===== config.mk =====
export PLATFORM = sky130hd
export DESIGN_NAME = spi_master_multi_flat
export DESIGN_NICKNAME = d
export VERILOG_FILES = /design/src/rtl/spi_master_multi_if.sv /design/src/rtl/spi_master_multi.sv /design/src/flat_wrapper.sv
export SDC_FILE = /design/constraint.sdc
export NUM_CORES = 1
export LEC_CHECK = 0
export ABC_AREA = 1
export ABC_CLOCK_PERIOD_IN_PS = 2200
export CAP_MARGIN = 20
export CORE_ASPECT_RATIO = 0.5
export CORE_MARGIN = 3
export CORE_UTILIZATION = 58
export DETAILED_ROUTE_END_ITERATION = 6
export PLACE_DENSITY = 0.85
export SYNTH_ARGS = -nofsm -noshare
export SYNTH_HDL_FRONTEND = slang
export SYNTH_SLANG_ARGS = --single-unit

===== constraint.sdc =====
create_clock -name clk -period 2.2 [get_ports clk]
set_input_delay 0.66 -clock clk [delete_from_list [all_inputs] [get_ports clk]]
set_output_delay 0.66 -clock clk [all_outputs]
set_load 0.02 [all_outputs]

===== src/rtl/spi_master_multi_if.sv =====
`default_nettype none
// ============================================================================
// spi_master_multi_if : host handshake and SPI pin bundle for spi_master_multi
// Revision: 1.0
// ============================================================================
interface spi_master_multi_if #(
  parameter int WIDTH = 8,
  parameter int NCS   = 4,
  parameter int SW    = (NCS > 1) ? $clog2(NCS) : 1
);
  logic             send;
  logic             ready;
  logic [WIDTH-1:0] data;
  logic [SW-1:0]    sel;
  logic             cpol;
  logic             cpha;
  logic [WIDTH-1:0] dataO;
  logic             arrived;
  logic             SCLK;
  logic             MOSI;
  logic             MISO;
  logic [NCS-1:0]   CS;

  modport master (
    input  send, data, sel, cpol, cpha, MISO,
    output ready, dataO, arrived, SCLK, MOSI, CS
  );

  modport slave (
    output send, data, sel, cpol, cpha, MISO,
    input  ready, dataO, arrived, SCLK, MOSI, CS
  );
endinterface
`default_nettype wire


===== src/rtl/spi_master_multi.sv =====
`default_nettype none
// ============================================================================
// spi_master_multi : full-duplex SPI master, parametrised width/divider/order,
//                    per-transfer CPOL/CPHA and NCS active-low chip selects
// Revision: 1.0
// ============================================================================
module spi_master_multi #(
  parameter int WIDTH     = 8,
  parameter int DIV       = 4,
  parameter int NCS       = 4,
  parameter int MSB_FIRST = 1,
  parameter int SW        = (NCS > 1) ? $clog2(NCS) : 1
) (
  input  logic               clk,
  input  logic               rst_n,
  spi_master_multi_if.master bus
);
  localparam int DW = (DIV > 1) ? $clog2(DIV) : 1;
  localparam int HW = $clog2(2 * WIDTH);

  typedef enum logic [1:0] {
    IDLE  = 2'd0,
    SETUP = 2'd1,
    SHIFT = 2'd2,
    HOLD  = 2'd3
  } state_t;

  state_t           r_state;
  logic [DW-1:0]    r_div;
  logic [HW-1:0]    r_half;
  logic [WIDTH-1:0] r_tx;
  logic [WIDTH-1:0] r_rx;
  logic             r_cpol;
  logic             r_cpha;

  logic w_div_end;
  logic w_last;
  logic w_lead;
  logic w_sel_ok;

  assign w_div_end = (r_div == DW'(DIV - 1));
  assign w_last    = (r_half == HW'(2 * WIDTH - 1));
  // Even half-period indices end on a leading SCLK edge.
  assign w_lead    = ~r_half[0];
  assign w_sel_ok  = (32'(bus.sel) < 32'(NCS));

  function automatic logic first_bit(input logic [WIDTH-1:0] v);
    return (MSB_FIRST != 0) ? v[WIDTH-1] : v[0];
  endfunction

  function automatic logic [WIDTH-1:0] shift_out(input logic [WIDTH-1:0] v);
    return (MSB_FIRST != 0) ? (v << 1) : (v >> 1);
  endfunction

  function automatic logic [WIDTH-1:0] shift_in(input logic [WIDTH-1:0] v, input logic b);
    return (MSB_FIRST != 0) ? ((v << 1) | WIDTH'(b))
                            : ((v >> 1) | (WIDTH'(b) << (WIDTH - 1)));
  endfunction

  always_ff @(posedge clk or negedge rst_n) begin
    if (!rst_n) begin
      r_state     <= IDLE;
      r_div       <= '0;
      r_half      <= '0;
      r_tx        <= '0;
      r_rx        <= '0;
      r_cpol      <= 1'b0;
      r_cpha      <= 1'b0;
      bus.ready   <= 1'b1;
      bus.arrived <= 1'b0;
      bus.dataO   <= '0;
      bus.SCLK    <= 1'b0;
      bus.MOSI    <= 1'b0;
      bus.CS      <= '1;
    end else begin
      bus.arrived <= 1'b0;
      case (r_state)
        IDLE: begin
          if (bus.send && w_sel_ok) begin
            r_state   <= SETUP;
            r_div     <= '0;
            r_half    <= '0;
            r_cpol    <= bus.cpol;
            r_cpha    <= bus.cpha;
            bus.ready <= 1'b0;
            bus.SCLK  <= bus.cpol;
            bus.CS    <= ~(NCS'(1) << bus.sel);
            // With cpha=0 the first bit must be on the wire before the first leading edge.
            if (!bus.cpha) begin
              bus.MOSI <= first_bit(bus.data);
              r_tx     <= shift_out(bus.data);
            end else begin
              r_tx     <= bus.data;
            end
          end
        end

        SETUP: begin
          r_div <= r_div + 1'b1;
          if (w_div_end) begin
            r_div   <= '0;
            r_state <= SHIFT;
          end
        end

        SHIFT: begin
          r_div <= r_div + 1'b1;
          if (w_div_end) begin
            r_div    <= '0;
            r_half   <= r_half + 1'b1;
            bus.SCLK <= ~bus.SCLK;
            if (w_lead) begin
              if (!r_cpha) begin
                r_rx <= shift_in(r_rx, bus.MISO);
              end else begin
                bus.MOSI <= first_bit(r_tx);
                r_tx     <= shift_out(r_tx);
              end
            end else begin
              if (r_cpha) begin
                r_rx <= shift_in(r_rx, bus.MISO);
              end else if (!w_last) begin
                bus.MOSI <= first_bit(r_tx);
                r_tx     <= shift_out(r_tx);
              end
            end
            if (w_last) begin
              r_state  <= HOLD;
              bus.SCLK <= r_cpol;
            end
          end
        end

        HOLD: begin
          r_div <= r_div + 1'b1;
          if (w_div_end) begin
            r_div       <= '0;
            r_state     <= IDLE;
            bus.CS      <= '1;
            bus.ready   <= 1'b1;
            bus.arrived <= 1'b1;
            bus.dataO   <= r_rx;
          end
        end

        default: r_state <= IDLE;
      endcase
    end
  end
endmodule
`default_nettype wire


===== src/flat_wrapper.sv =====
// flat-port wrapper written by rule: the top's interface ports become plain ports
module spi_master_multi_flat 
#(
  parameter int WIDTH     = 8,
  parameter int DIV       = 4,
  parameter int NCS       = 4,
  parameter int MSB_FIRST = 1,
  parameter int SW        = (NCS > 1) ? $clog2(NCS) : 1
)
  (clk, rst_n, bus_send, bus_data, bus_sel, bus_cpol, bus_cpha, bus_MISO, bus_ready, bus_dataO, bus_arrived, bus_SCLK, bus_MOSI, bus_CS);
  spi_master_multi_if #(.WIDTH(WIDTH), .NCS(NCS), .SW(SW)) bus_i ();
  input  logic clk;
  input  logic rst_n;
  input wire logic [$bits(bus_i.send)-1:0] bus_send;
  input wire logic [$bits(bus_i.data)-1:0] bus_data;
  input wire logic [$bits(bus_i.sel)-1:0] bus_sel;
  input wire logic [$bits(bus_i.cpol)-1:0] bus_cpol;
  input wire logic [$bits(bus_i.cpha)-1:0] bus_cpha;
  input wire logic [$bits(bus_i.MISO)-1:0] bus_MISO;
  output wire logic [$bits(bus_i.ready)-1:0] bus_ready;
  output wire logic [$bits(bus_i.dataO)-1:0] bus_dataO;
  output wire logic [$bits(bus_i.arrived)-1:0] bus_arrived;
  output wire logic [$bits(bus_i.SCLK)-1:0] bus_SCLK;
  output wire logic [$bits(bus_i.MOSI)-1:0] bus_MOSI;
  output wire logic [$bits(bus_i.CS)-1:0] bus_CS;
  assign bus_i.send = bus_send;
  assign bus_i.data = bus_data;
  assign bus_i.sel = bus_sel;
  assign bus_i.cpol = bus_cpol;
  assign bus_i.cpha = bus_cpha;
  assign bus_i.MISO = bus_MISO;
  assign bus_ready = bus_i.ready;
  assign bus_dataO = bus_i.dataO;
  assign bus_arrived = bus_i.arrived;
  assign bus_SCLK = bus_i.SCLK;
  assign bus_MOSI = bus_i.MOSI;
  assign bus_CS = bus_i.CS;
  spi_master_multi #(.WIDTH(WIDTH), .DIV(DIV), .NCS(NCS), .MSB_FIRST(MSB_FIRST), .SW(SW)) u_core (.clk(clk), .rst_n(rst_n), .bus(bus_i));
endmodule

Word level (Yosys, flattened, before mapping)
Index checks and enable logic that the tools add are counted.
Cells by class
  reductions and logical operators: 12
  shifts and indexed selects: 1
  multiply operators: 0
  equality and inequality tests: 16
  $add $sub $neg: 2
  $lt $le $gt $ge: 0
  div/mod/pow operators: 0
  bitwise logic cells: 3
  mux-type cells: 43
Operator list (count)
  two-way mux 8 bit: 10
  two-way mux 4 bit: 4
  case mux 4 bit (2 select lines): 2
  case mux 8 bit (2 select lines): 1
  two-way mux 1 bit: 14
  two-way mux 2 bit: 7
  != test 2 x 1 -> 1 bit, second input constant: 5
  bitwise OR 8 x 1 -> 8 bit: 1
  case mux 2 bit (4 select lines): 1
  AND reduction 7 bit: 1
  equality test 2 bit, second input constant: 3
  != test 2 bit, second input constant: 3
  case mux 1 bit (2 select lines): 3
  AND reduction 3 bit: 2
  AND reduction 6 bit: 1
  AND reduction 5 bit: 1
  adder 4 x 1 -> 4 bit, second input constant: 1
  equality test 4 bit, second input constant: 1
  inverter 4 bit: 1
  case mux 2 bit (2 select lines): 1
  AND reduction 2 bit: 2
  AND reduction 4 bit: 1
  nonzero test 2 bit: 2
  left shift 1 x 2 -> 4 bit, first input constant: 1
  8 further kinds: 8
Word-level totals
  input bits: 16
  register bits: 42
  memories: 0
  memory bits (writable): 0
  logic and storage cells: 90
  output and inout bits: 16
  latch bits: 0
  ROM bits: 0

Longest topological paths before layout
Gate-level depths: netlist of run 1.
  depth in word-level cells: 6
  mapped depth: 10
  gate-level depth less buffers: 9

Least setup slack after synthesis of run 1
OpenSTA, ideal clock, no wires.
  path type: reg-to-reg
  start: register u_core.r_state[0]
  end: register u_core.r_rx[5]
  data arrival time: 1.327 ns
  path slack: 0.756 ns
  cell stages (with the launch flop): 10
  clock period less this slack: 1.444 ns
  data required time: 2.083 ns
  library setup time: 0.117 ns
  path buffers: 2
  path through: dfrtp_1 -> inv_1 -> ha_1 -> buf_4 -> inv_4 -> a21oi_4 -> nand2_2 -> buf_6 -> nand2_1 -> o21ai_2
On the way
  word-level cells in the longest chain between the ends: 2
RTL lines
  start, declared: RTL line spi_master_multi.sv:28  | state_t r_state;
  start signal, assigned: RTL line spi_master_multi.sv:62  | r_state <= IDLE;
  start signal, assigned: RTL line spi_master_multi.sv:80  | r_state <= SETUP;
  start signal, assigned: RTL line spi_master_multi.sv:102  | r_state <= SHIFT;
  equality test 2 bit: RTL line spi_master_multi.sv:77  | case (r_state)
  AND reduction 4 bit (no source line)
  end signal, assigned: RTL line spi_master_multi.sv:114  | r_rx <= shift_in(r_rx, bus.MISO);
  end signal, assigned: RTL line spi_master_multi.sv:121  | r_rx <= shift_in(r_rx, bus.MISO);
  end, declared: RTL line spi_master_multi.sv:32  | logic [WIDTH-1:0] r_rx;
Every way passes these cells.
A chain may end at the register's enable or synchronous reset.

Final worst setup path of run 1
  start: register u_core.bus.CS[0]
  end: output bus_CS[0]
RTL lines
  start, declared: RTL line spi_master_multi_if.sv:26  | output ready, dataO, arrived, SCLK, MOSI, CS
  start signal, assigned: RTL line spi_master_multi.sv:87  | bus.CS <= ~(NCS'(1) << bus.sel);
  end, declared: RTL line flat_wrapper.sv:25  | output wire logic [$bits(bus_i.CS)-1:0] bus_CS;
No word-level cell between the ends.

==> flow_summary.yaml, run 1 <==
status:
  status: "finished, final reports clean"
sta:
  finalSetupViolCount: 0
  finalHoldViolations: 0
  period_share_pct: 95.1
  totalNegativeSetupSlack_ps: 0
  fin_skew_ps: 12.0
  finalCriticalPeriod_ps: 2090
  slew_violations: 0
  rsz0062_at_grt: "false"
  max_freq_mhz: 478
  holdWs_ps: 169
  slew_headroom_pct: 68.0
  tightest_slew_ps: 480
grt:
  grt_use_met1_pct: 29.9
  grt_pass1_wl_um: 8580
  antenna_found_initial: 0
  grt_remaining_overflow: 0
  busiest_layer: "met2"
  first_global_vias: 1837
  met2_usage_pct: 40.6
  groute.usage.overall_pct: 24.0
  use_met3_pct: 6.78
  grt_max_degree: 39
finish:
  n_fill_cell: 226
  post-route-util_pct: 80.2
  fin_cells: 356
  num_antenna_cells: 0
  drive_above_1_share_pct: 12.0
  area_delta_synth_final_pct: 21.7
  nets: 330
worst_setup_path:
  cp_num_buf_inv: 1
  critical-path-max-stage-delay_ps: 590
  cp_top_family: "buffers and inverters"
  worstSetupStartpointType: "flip-flop"
  r2r-end: "u_core.r_tx[5]"
  critPathMaxFanout: 2
  rr_worst_depth: 8
  worst_ep_arrival_time_ps: 1430
  cp.required_ps: 1540
  crit_path_top_delay_cell: "clkdlybuf4s50_1"
  critical_path_class: "flip-flop to output port"
  r2r-start: "u_core.r_state[0]"
  endpoint_kind: "output port"
  path_cells: "clkdlybuf4s50_1"
  reg2reg_slack_ps: 280
detailed_routing:
  routedWlPerCell_um: 13.7
  dr.pass1.iters: 4
  viasPerCell: 5.29
  routed_wl_um: 4870
  vias: 1882
  first_iter_violations: 147
  final_antenna_net_count: 0
  drcViolationCount: 0
yosys:
  syn_area_mm2: 0.00216
  syn_inst: 271
  ys_top_cells_by_area: "dfrtp_1 43%, nand2_1 19%, nand3_1 7.0%"
  synth.distinct_cells: 25
  yosysWarnings: 0
  synth_top_area_share_pct: 42.9
  syn_nets: 294
  ys_seq_elements: 42
  ys_seq_area_share_pct: 49.0
  syn_area_per_cell_um2: 7.96
  synth_top_area_cell: "dfrtp_1"
pwr:
  p_int_w: 0.00198
  p_comb_share_pct: 45.8
  power_frac_seq_pct: 35.4
  p_clk_share_pct: 18.7
  switchingPower_w: 0.00143
  power_leakage_nw: 1.32
  p_per_area_mw_per_mm2: 1300
  vdd_drop_max_v: 0.000621
  swShare_pct: 41.9
worst_hold_path:
  hp-class: "primary input to asynchronous set/reset pin"
place:
  hpwl_um: 3380
  gp_congestion: 0.895
  portBuffers: 31
  numPlacedInstances: 348
cts:
  cts_setup_buffers: 0
  cts.clk_slew.worst_paths_ps: 80
  cts_buffer_depth: 2
  htreeDepth: 2
  cts_root_buf: "clkbuf_8"
  cts_tree: "built"
  clock_latency_ps: 300
  cts_sinks: 42
  cts_buffers: 5
floorplanning:
  initial_utilization_pct: 65.9
  io_pins: 32
  num_rows: 14
  die_width_um: 92.3
  coreArea_mm2: 0.00328
  die_y_um: 49.1
  die-area_mm2: 0.00453
run:
  max_cap_violations: 0
-- sequential cells by signal, indices dropped and copies added (netlist names) --
name / flops
u_core.bus.dataO: 8
u_core.r_rx: 8
u_core.r_tx: 8
u_core.bus.CS: 4
u_core.r_half: 4
u_core.r_div: 2
u_core.r_state: 2
u_core.bus.MOSI: 1
u_core.bus.SCLK: 1
u_core.bus.arrived: 1
u_core.bus.ready: 1
u_core.r_cpha: 1
u_core.r_cpol: 1
-- cell usage after synthesis --
library cell / count
buf_2: 1
buf_6: 3
o21ai_0: 15
nand3_1: 30
dfrtp_1: 37
nor3_1: 2
inv_2: 2
or2_2: 1
inv_1: 29
clkbuf_1: 2
nand2_1: 107
nand3b_1: 1
a21oi_4: 1
clkinv_1: 1
dfstp_2: 5
nand2_2: 4
o21ai_1: 1
ha_1: 7
nor2_4: 1
o21ai_2: 8
buf_4: 1
inv_4: 1
nand4_1: 4
a21oi_1: 3
nor2_1: 4
-- timing repair --
action,4_1_cts,5_1_grt
gates resized for setup,0,1
hold buffers,0,0
endpoints found under the setup margin,0,3
-- cells in the final DEF, fill, tap and decap left out, types with 3 or more instances in the layout --
cell type / n
clkbuf_8: 6
o21ai_0: 15
inv_1: 29
dfrtp_1: 37
dfstp_2: 5
nand3_1: 30
o21ai_2: 8
nand2_2: 4
clkdlybuf4s50_1: 30
a21oi_1: 3
buf_4: 5
ha_1: 6
nand2_1: 107
nand4_1: 4
nor2_1: 4
-- kinds of logic after synthesis --
| kind of cell | count (synthesis) | synth area share, % |
|---|---|---|
| adder cells (fa/ha/maj) | 7 | 4.06 |
| AND/OR/NAND/NOR | 154 | 30.2 |
| AO/OA/AOI/OAI | 28 | 8.41 |
| flip-flops | 42 | 49.0 |
| buffers and inverters | 40 | 8.35 |
-- worst max path at each step --
stage | from | endpoint | slack (ps) | cells past startpoint
floorplan | u_core.r_state[0] | u_core.r_rx[5] | 760 | 9
global placement | bus_send | u_core.bus.CS[0] | 240 | 8
detailed placement | bus_send | u_core.bus.CS[0] | 160 | 8
CTS | u_core.bus.CS[0] | bus_CS[0] | 100 | 1
global route | u_core.bus.CS[0] | bus_CS[0] | 70 | 1
finish | u_core.bus.CS[0] | bus_CS[0] | 110 | 1
-- final cells by class --
class                           instances  area (µm²)  share of cell area (%)
Inverter                               33         126                    4.81
Clock inverter                          1        30.0                    1.14
Multi-Input combinational cell        189         923                    35.2
Timing Repair Buffer                   36         343                    13.1
Sequential cell                        42        1060                    40.3
Clock buffer                            7        86.3                    3.29
Tap cell                               48        60.1                    2.29
-- through the flow --
step	power, W	setup slack [ps]	cell area, µm²
detailed placement	0.00272	162	2510
floorplan	0.00228	756	2160
global route	0.00367	68.0	2630
global placement	0.00264	245	2510
finish	0.00341	108	2630
CTS	0.00339	98.7	2620
-- power by group through the flow --
stage	Sequential [W]	Clock [W]	Combinational, W
floorplan	0.00127	0	0.00101
global placement	0.00120	0	0.00143
detailed placement	0.00121	0	0.00151
CTS	0.00120	0.000641	0.00155
global route	0.00124	0.000679	0.00175
finish	0.00121	0.000638	0.00156
-- routing by layer --
layer  wire length [µm]  share of wire (%)
met1               2090                 43
met2               2370                 49
met3                329                6.8
met4                 74                1.5
met5                  0                  0
Note: power is estimated with default switching activity, not from simulation.
==> run 2, diff against run 1 <==
--- a/config.mk
+++ b/config.mk
@@ -6,13 +6,13 @@
 export NUM_CORES = 1
 export LEC_CHECK = 0
 export ABC_AREA = 1
-export ABC_CLOCK_PERIOD_IN_PS = 2200
+export ABC_CLOCK_PERIOD_IN_PS = 1690
 export CAP_MARGIN = 20
 export CORE_ASPECT_RATIO = 0.5
 export CORE_MARGIN = 3
-export CORE_UTILIZATION = 58
+export CORE_UTILIZATION = 48
 export DETAILED_ROUTE_END_ITERATION = 6
-export PLACE_DENSITY = 0.85
+export PLACE_DENSITY = 0.75
 export SYNTH_ARGS = -nofsm -noshare
 export SYNTH_HDL_FRONTEND = slang
 export SYNTH_SLANG_ARGS = --single-unit
==> constraint.sdc (replaced) <==
create_clock -name clk -period 1.69 [get_ports clk]
set_input_delay 0.507 -clock clk [delete_from_list [all_inputs] [get_ports clk]]
set_output_delay 0.507 -clock clk [all_outputs]
set_load 0.02 [all_outputs]
==> run 2 against run 1 <==
Combinational power is 32% higher. Via count fell by 2.4%. First-iteration DRC count down 7.5%. Sequential power grew 28%. Utilization fell by 15 points. Sequential cell count unchanged. Worst setup slack worse by 75 ps. Non-clock buffer count rose by 9. Critical endpoint is now bus_CS[2]. Largest cell class unchanged.
==> flow_summary.yaml, run 2 (synthesis gave the netlist of run 1 again) <==
cts:
  cts_buffers: 5
  cts_hold_buf: 0
  cts.clk_slew.worst_paths_ps: 80
  post_cts_resized: 16
  cts_sinks: 42
  cts_root_buf: "clkbuf_8"
  htreeDepth: 2
  cts_buffer_depth: 2
  cts_setup_buffers: 0
  clock_latency_ps: 300
  cts_tree: "built"
worst_setup_path:
  cp.required_ps: 1180
  worst_ep_arrival_time_ps: 1150
  endpoint_kind: "output port"
  critical_path_class: "flip-flop to output port"
  r2r-end: "u_core.r_tx[0]"
  critPathMaxFanout: 2
  cp_num_buf_inv: 1
  critical-path-max-stage-delay_ps: 530
  worstSetupStartpointType: "flip-flop"
  r2r-start: "u_core.r_state[0]"
  crit_path_top_delay_cell: "dfstp_2"
  path_cells: "dlygate4sd2_1"
  cp_top_family: "flip-flops"
  rr_worst_depth: 9
  reg2reg_slack_ps: 140
sta:
  slew_headroom_pct: 77.7
  slew_violations: 0
  max_freq_mhz: 603
  finalCriticalPeriod_ps: 1660
  period_share_pct: 98.1
  finalHoldViolations: 0
  tightest_slew_ps: 333
  finalSetupViolCount: 0
  totalNegativeSetupSlack_ps: 0
  worst_slack_ps: 32.5
  fin_skew_ps: 9.95
detailed_routing:
  routedWlPerCell_um: 11.6
  routed_wl_um: 4320
  vias: 1837
  first_iter_violations: 136
  viasPerCell: 4.95
  drcViolationCount: 0
  final_antenna_net_count: 0
  dr.pass1.iters: 4
pwr:
  power_leakage_nw: 1.42
  vdd_drop_max_v: 0.000688
  p_int_w: 0.00248
  p_comb_share_pct: 48.2
  power_frac_seq_pct: 36.2
  total_power_w: 0.00427
  p_per_area_mw_per_mm2: 1590
  p_clk_share_pct: 15.6
  switchingPower_w: 0.00179
  swShare_pct: 41.8
place:
  hpwl_um: 3290
  portBuffers: 31
  gp_congestion: 0.804
  pre_cts_ws_ps: -127
  place_area_mm2: 0.00259
grt:
  groute.usage.overall_pct: 18.8
  grt_pass1_wl_um: 7820
  antenna_found_initial: 0
  first_global_vias: 1820
  grt_max_degree: 43
  grt_remaining_overflow: 0
floorplanning:
  die_y_um: 53.4
  io_pins: 32
  coreArea_mm2: 0.00410
  die-area_mm2: 0.00539
  num_rows: 16
  die_width_um: 101
  initial_utilization_pct: 52.6
status:
  status: "finished, final reports clean"
finish:
  top_regs: "u_core.bus.dataO (8), u_core.r_rx (8), u_core.r_tx (8)"
  drive_above_1_share_pct: 14.5
  final_area_mm2: 0.00268
  mostFrequentLayoutCells: "106 x nand2_1, 37 x dfrtp_1, 30 x nand3_1"
  nets: 339
  area_delta_synth_final_pct: 24.3
  final_common_cell: "nand2_1"
  num_antenna_cells: 0
run:
  max_cap_violations: 0
worst_hold_path:
  hp-class: "primary input to asynchronous set/reset pin"
-- run 2: cell count changes in the layout (fill, tap and decap cells not counted), moves of 4 or more --
| cell | previous run | this run |
|---|---|---|
| clkdlybuf4s15_1 | 0 | 4 |
| buf_4 | 5 | 12 |
| clkdlybuf4s50_1 | 30 | 14 |
| dlygate4sd2_1 | 0 | 12 |
-- run 2: metrics by stage --
stage	hold WS (ps)	instances	util (%)
after floorplan	211	271	-
after global placement	452	363	63.2
after detailed placement	457	363	63.2
after CTS	174	371	65.0
after global routing	178	371	65.4
final	169	371	65.4
-- run 2: worst register-to-register path, cell delays in order, from the launching register on --
cell and delay [ps]:
dfrtp_1 350, inv_1 80, ha_1 250, buf_4 170, nand2_1 100, inv_1 80, nor2_4 170, buf_6 150
nand3_1 90, nand2_1 70
-- run 2: per-layer routing --
| layer | vias up | routed length, µm | track usage, % |
|---|---|---|---|
| li1 | 944 | - | - |
| met1 | 854 | 2080 | 23.5 |
| met2 | 30 | 1970 | 32.0 |
| met3 | 9 | 190 | 4.74 |
| met4 | 0 | 74 | 6.49 |
| met5 | - | 0 | 0 |
-- run 2: final cells by class --
type | count | area [µm²]
repair buffers | 45 | 412
well taps | 54 | 67.6
clock inverters | 1 | 5.00
multi-input cells | 189 | 928
fillers | 349 | 1420
clock buffers | 7 | 86.3
inverters | 33 | 126
flip-flops and latches | 42 | 1060
-- run 2: how the worst max path moves through the flow --
stage / from / end / slack (ps) / cells after the start
CTS: u_core.bus.CS[1] / bus_CS[1] / 10 / 1
finish: u_core.bus.CS[2] / bus_CS[2] / 30 / 1
detailed placement: bus_send / u_core.r_tx[4] / -130 / 8
floorplan: u_core.r_state[0] / u_core.r_rx[5] / 250 / 9
global route: u_core.r_state[0] / u_core.r_tx[0] / -7 / 9
global placement: bus_send / u_core.r_tx[3] / -90 / 8
-- run 2: power by group through the flow --
stage | sequential (W) | combinational, W | clock, W
after floorplan | 0.00166 | 0.00131 | 0
after global placement | 0.00155 | 0.00201 | 0
after detailed placement | 0.00156 | 0.00208 | 0
after CTS | 0.00155 | 0.00202 | 0.000695
after global routing | 0.00159 | 0.00236 | 0.000735
final | 0.00155 | 0.00206 | 0.000664
==> edit 1 (settings of run 2) <==
`NCS` is set to 4 in 3 places; all go to 8.
--- a/src/rtl/spi_master_multi_if.sv
+++ b/src/rtl/spi_master_multi_if.sv
@@ -6,5 +6,5 @@
 interface spi_master_multi_if #(
   parameter int WIDTH = 8,
-  parameter int NCS   = 4,
+  parameter int NCS   = 8,
   parameter int SW    = (NCS > 1) ? $clog2(NCS) : 1
 );
--- a/src/rtl/spi_master_multi.sv
+++ b/src/rtl/spi_master_multi.sv
@@ -8,5 +8,5 @@
   parameter int WIDTH     = 8,
   parameter int DIV       = 4,
-  parameter int NCS       = 4,
+  parameter int NCS       = 8,
   parameter int MSB_FIRST = 1,
   parameter int SW        = (NCS > 1) ? $clog2(NCS) : 1
--- a/src/flat_wrapper.sv
+++ b/src/flat_wrapper.sv
@@ -4,5 +4,5 @@
   parameter int WIDTH     = 8,
   parameter int DIV       = 4,
-  parameter int NCS       = 4,
+  parameter int NCS       = 8,
   parameter int MSB_FIRST = 1,
   parameter int SW        = (NCS > 1) ? $clog2(NCS) : 1
Interface: changed (resized bus_CS and bus_sel); port bits go from 32 to 37. The function was not compared with the original's and may differ.
==> edit 1 against run 2 <==
- die area increased by 4.8%
- design area grew 4.8%
- worst setup slack gained 1.8 ps
- total power grew 10%
- utilization rose by 1.2 points
- largest power group unchanged
- sequential cell count increased by 4
- critical path depth stayed put
- critical endpoint is now bus_ready
- area after synthesis is 5.3% higher
- clock skew fell by 3.2 ps
- first-iteration DRC count down 67%
- routed wire length increased by 0.28%
==> edit 1: results (changes against run 2) <==
stage;metric;value;unit;change
placement;port bufs;36;;+16%
clocking;clock buffer depth;2;;unchanged
worst_setup_path;Worst R2R Start;u_core.r_state[0];;
worst_setup_path;Worst R2R End;u_core.bus.CS[6];;
clocking;Root Driver;clkbuf_8;;
min_path;Worst Hold Class;input port to asynchronous set/reset pin;;
grt;vias in the first global route;1693;;-7.0%
synth;synth unique cells;26;;+4.0%
power_and_ir_drop;internal power;2803;uW;+13%
power_and_ir_drop;VDD IR max;0.0006719;V;-2.4%
timing;Setup Skew;6.795;ps;-3.156 ps
clocking;setup bufs post-CTS;0;;unchanged
synth;Synth Warn #;0;;unchanged
placement;HPWL after DPL;3.176;mm;-3.4%
grt;initial antenna violation count;0;;unchanged
synth;synth top area cells;dfrtp_1 41%, nand2_1 11%, dfstp_2 10%, nand3_1 6.2%, o21ai_0 4.6%;;
detailed_routing;vias per cell;4.981;;+0.59%
outcome;status;finished, final reports clean;;
grt;first-pass GRT wire length;7.279;mm;-7.0%
detailed_routing;Avg WL per Cell;11.92;um;+2.5%
power_and_ir_drop;Leakage;0.001368;uW;-3.4%
synth;Post-synth ARST share;1.000;;unchanged
placement;Final Wtd Congestion;0.7671;;-4.6%
clocking;CTS clk-pin slew, worst paths;90;ps;
final_layout;diode count;0;;unchanged
worst_setup_path;Reg2Reg Setup Slack;110;ps;-30 ps
synth;sequential fraction of the synthesis area;0.5116;;+0.02171
grt;largest net degree at the start of global routing;31;;-28%
final_layout;layout cells sized above 1;0.2000;;+0.05489
worst_setup_path;CP Data Arrival Time;1150;ps;about the same
detailed_routing;DR iter-0 viols;45;;-67%
placement;number of cells after detailed placement;355;;-2.2%
synth;syn_area_per_cell;8.981;um^2;+13%
worst_setup_path;Slowest-stage cell, CP;dfstp_2;;
timing;Slew headroom;0.7252;;-0.05173
worst_setup_path;Critical Path Max Stage Delay;550;ps;+20 ps
detailed_routing;final wirelength;4.327;mm;+0.28%
detailed_routing;drt first pass iters;4;;unchanged
worst_setup_path;Largest delay share family, worst path;flip-flops;;
clocking;# resized after CTS;25;;+9
synth;post-synth net total;277;;-5.8%
final_layout;fill count;361;;+3.4%
grt;gr usage total;0.1692;;-0.01884
clocking;CTS buffer count;5;;unchanged
clocking;Clock Latency Late Sink;300;ps;about the same
worst_setup_path;cells on worst reg2reg path;8;;-1
worst_setup_path;crit-path max FO;2;;unchanged
final_layout;Net count, final;323;;-4.7%
clocking;CTS H-tree lvls;2;;unchanged
synth;synth cell count leaders;65 x nand2_1, 37 x dfrtp_1, 28 x nand3_1, 23 x inv_1, 21 x o21ai_0;;
## edit 1: changes by cell type after synthesis, sizes merged, moves of 2 or more
cell / change
nor2: +5
o21a: +8
nor3: -2
a21oi: -2
nand3: -2
inv: -5
dfstp: +4
nand2: -36
o21ai: +13
## edit 1: per-layer routing
| layer | wire (um) | part of all wire | up-vias | global-route usage |
|---|---|---|---|---|
| li1 | - | - | 916 | - |
| met1 | 2060 | 0.48 | 852 | 0.2079 |
| met2 | 2007 | 0.46 | 34 | 0.2919 |
| met3 | 213 | 0.049 | 6 | 0.05089 |
| met4 | 45 | 0.010 | 0 | 0.05376 |
| met5 | 0 | 0 | - | 0 |
## edit 1: cell type report
| cell class | instances | area share |
|---|---|---|
| Multi-Input combinational cell | 173 | 0.3375 |
| Timing Repair Buffer | 46 | 0.1438 |
| Inverter | 27 | 0.03695 |
| Clock buffer | 5 | 0.02449 |
| Clock inverter | 3 | 0.01558 |
| Tap cell | 63 | 0.02805 |
| Sequential cell | 46 | 0.4136 |
## edit 1: power groups by stage
stage / combinational, uW / clock, uW / sequential, uW
final: 2090 / 836 / 1770
after global routing: 2350 / 896 / 1820
after CTS: 2120 / 859 / 1780
after detailed placement: 2200 / 0 / 1800
after global placement: 2130 / 0 / 1780
after floorplan: 1410 / 0 / 1940
## edit 1: how the worst max path moves through the flow
stage	slack, ps	endpoint	depth (start not counted)	start
after global routing	0.4	bus_CS[7]	1	u_core.bus.CS[7]
final	30	bus_ready	1	u_core.bus.ready
after detailed placement	-100	u_core.bus.CS[6]	8	bus_send
after CTS	4	bus_CS[1]	1	u_core.bus.CS[1]
after global placement	-70	u_core.r_tx[7]	8	bus_send
after floorplan	170	u_core.r_tx[1]	10	u_core.r_state[0]
## edit 1: kinds of logic (layout without fill, tap and decap cells)
| group | after synthesis | after routing | share of synthesized area |
|---|---|---|---|
| AO/OA/AOI/OAI | 47 | 47 | 0.1305 |
| adder cells (fa/ha/maj) | 7 | 7 | 0.03854 |
| flip-flops | 46 | 46 | 0.5116 |
| AND/OR/NAND/NOR | 118 | 118 | 0.2423 |
| buffers and inverters | 34 | 81 | 0.07323 |
| XOR/XNOR | 1 | 1 | 0.003855 |
## edit 1: per-stage QoR
| step | hold slack (ps) | setup WS, ps | total power, uW | cell area (um^2) |
|---|---|---|---|---|
| floorplan | 211.4 | 170.0 | 3351 | 2272 |
| global placement | 454.8 | -65.62 | 3909 | 2731 |
| detailed placement | 455.4 | -96.90 | 3992 | 2731 |
| CTS | 138.7 | 3.590 | 4751 | 2825 |
| global route | 150.9 | 0.4139 | 5067 | 2810 |
| finish | 122.7 | 34.33 | 4700 | 2810 |
==> edit 2 (settings of run 2) <==
Made on the original files. Re-encode `state_t` (4 states) as one-hot, 4 bits wide.
--- a/src/rtl/spi_master_multi.sv
+++ b/src/rtl/spi_master_multi.sv
@@ -19,9 +19,9 @@
   localparam int HW = $clog2(2 * WIDTH);
 
-  typedef enum logic [1:0] {
-    IDLE  = 2'd0,
-    SETUP = 2'd1,
-    SHIFT = 2'd2,
-    HOLD  = 2'd3
+  typedef enum logic [3:0] {
+    IDLE  = 4'b0001,
+    SETUP = 4'b0010,
+    SHIFT = 4'b0100,
+    HOLD  = 4'b1000
   } state_t;
 
Behaviour: no difference found for any inputs over 10 cycles, from zero or initial values and one cycle with rst_n low; not proved beyond that.
==> edit 2 against run 2 <==
- routed wire length grew 14%
- fmax grew 1.4%
- worst setup slack gained 23 ps
- critical path depth is the same
- synthesized cell count grew 6.3%
- total power shrank 7.0%
- design area grew 4.2%
- first-iteration DRC count shrank 29%
- area after synthesis grew 4.9%
- register-to-register slack lost 80 ps
- sequential cell count grew 2
- die area grew 4.4%
- critical endpoint is now bus_CS[0]
==> edit 2: results (changes against run 2) <==
stage;metric;value;unit;change
outcome;status;finished, final reports clean;;
final_layout;Seq. cell area;1109;um^2;+4.9%
power_and_ir_drop;VDD IR max;0.0005769;V;-16%
placement;number of cells after detailed placement;380;;+4.7%
grt;met2 usage;0.3461;;+0.02581
synth;sequential fraction of the synthesis area;0.4898;;about the same
worst_setup_path;CP endpoint;bus_CS[0];;
grt;first-pass GRT wire length;8.631;mm;+10%
grt;vias in the first global route;1946;;+6.9%
worst_setup_path;cells on worst reg2reg path;8;;-1
placement;HPWL after DPL;3.596;mm;+9.4%
final_layout;Cell Count, Final, Fillers Out;389;;+4.9%
detailed_routing;DR iter-0 viols;97;;-29%
detailed_routing;final wirelength;4.931;mm;+14%
power_and_ir_drop;P_clk;634;uW;-4.5%
synth;post-synthesis compound-gate area fraction;0.07186;;-0.01220
worst_setup_path;CP Data Arrival Time;1130;ps;-20 ps
power_and_ir_drop;Comb group;1780;uW;-14%
final_layout;fill count;368;;+5.4%
synth;synth cell count leaders;108 x nand2_1, 38 x dfrtp_1, 25 x inv_1, 24 x o21ai_0;;
final_layout;nonclk inv count;29;;-12%
worst_setup_path;Setup crit start;u_core.bus.CS[0];;
final_layout;#MultiIn Comb;209;;+11%
placement;pre-CTS WS;-14.59;ps;+112.5 ps
timing;Worst Slack Setup Final;55.06;ps;+22.53 ps
synth;xor/xnor cell area share of the yosys netlist;0.007739;;+0.007739
worst_setup_path;Worst R2R Start;u_core.r_half[0];;
worst_setup_path;Worst R2R End;u_core.r_state[2];;
grt;GR Layer Usage met3;0.04453;;-0.002839
placement;Placement Cell Area;2708;um^2;+4.3%
synth;synth top area cells;dfrtp_1 42%, nand2_1 18%, dfstp_2 7.0%, o21ai_0 5.3%, inv_1 4.1%;;
-- edit 2: worst min path at each step --
| stage | start | to | slack, ps | depth (start not counted) |
|---|---|---|---|---|
| 4_1_cts | rst_n | u_core.bus.MOSI | 180 | 2 |
| 6_report | rst_n | u_core.bus.MOSI | 170 | 2 |
| 3_5_place_dp | u_core.r_tx[6] | u_core.r_tx[6] | 460 | 2 |
| 3_3_place_gp | u_core.r_div[1] | u_core.r_div[1] | 460 | 2 |
| 2_1_floorplan | rst_n | u_core.bus.MOSI | 210 | 0 |
| 5_1_grt | rst_n | u_core.r_rx[6] | 180 | 2 |
-- edit 2: layer usage --
metal	wire length [um]	up-vias
met1	2312	891
met4	43	0
met5	0	-
met3	300	5
li1	-	1008
met2	2275	48
-- edit 2: timing repair --
action,4_1_cts,5_1_grt
pin swaps,0,1
gates cloned,0,1
endpoints found under the setup margin,16,14
gates resized for setup,16,9
hold buffers,0,0
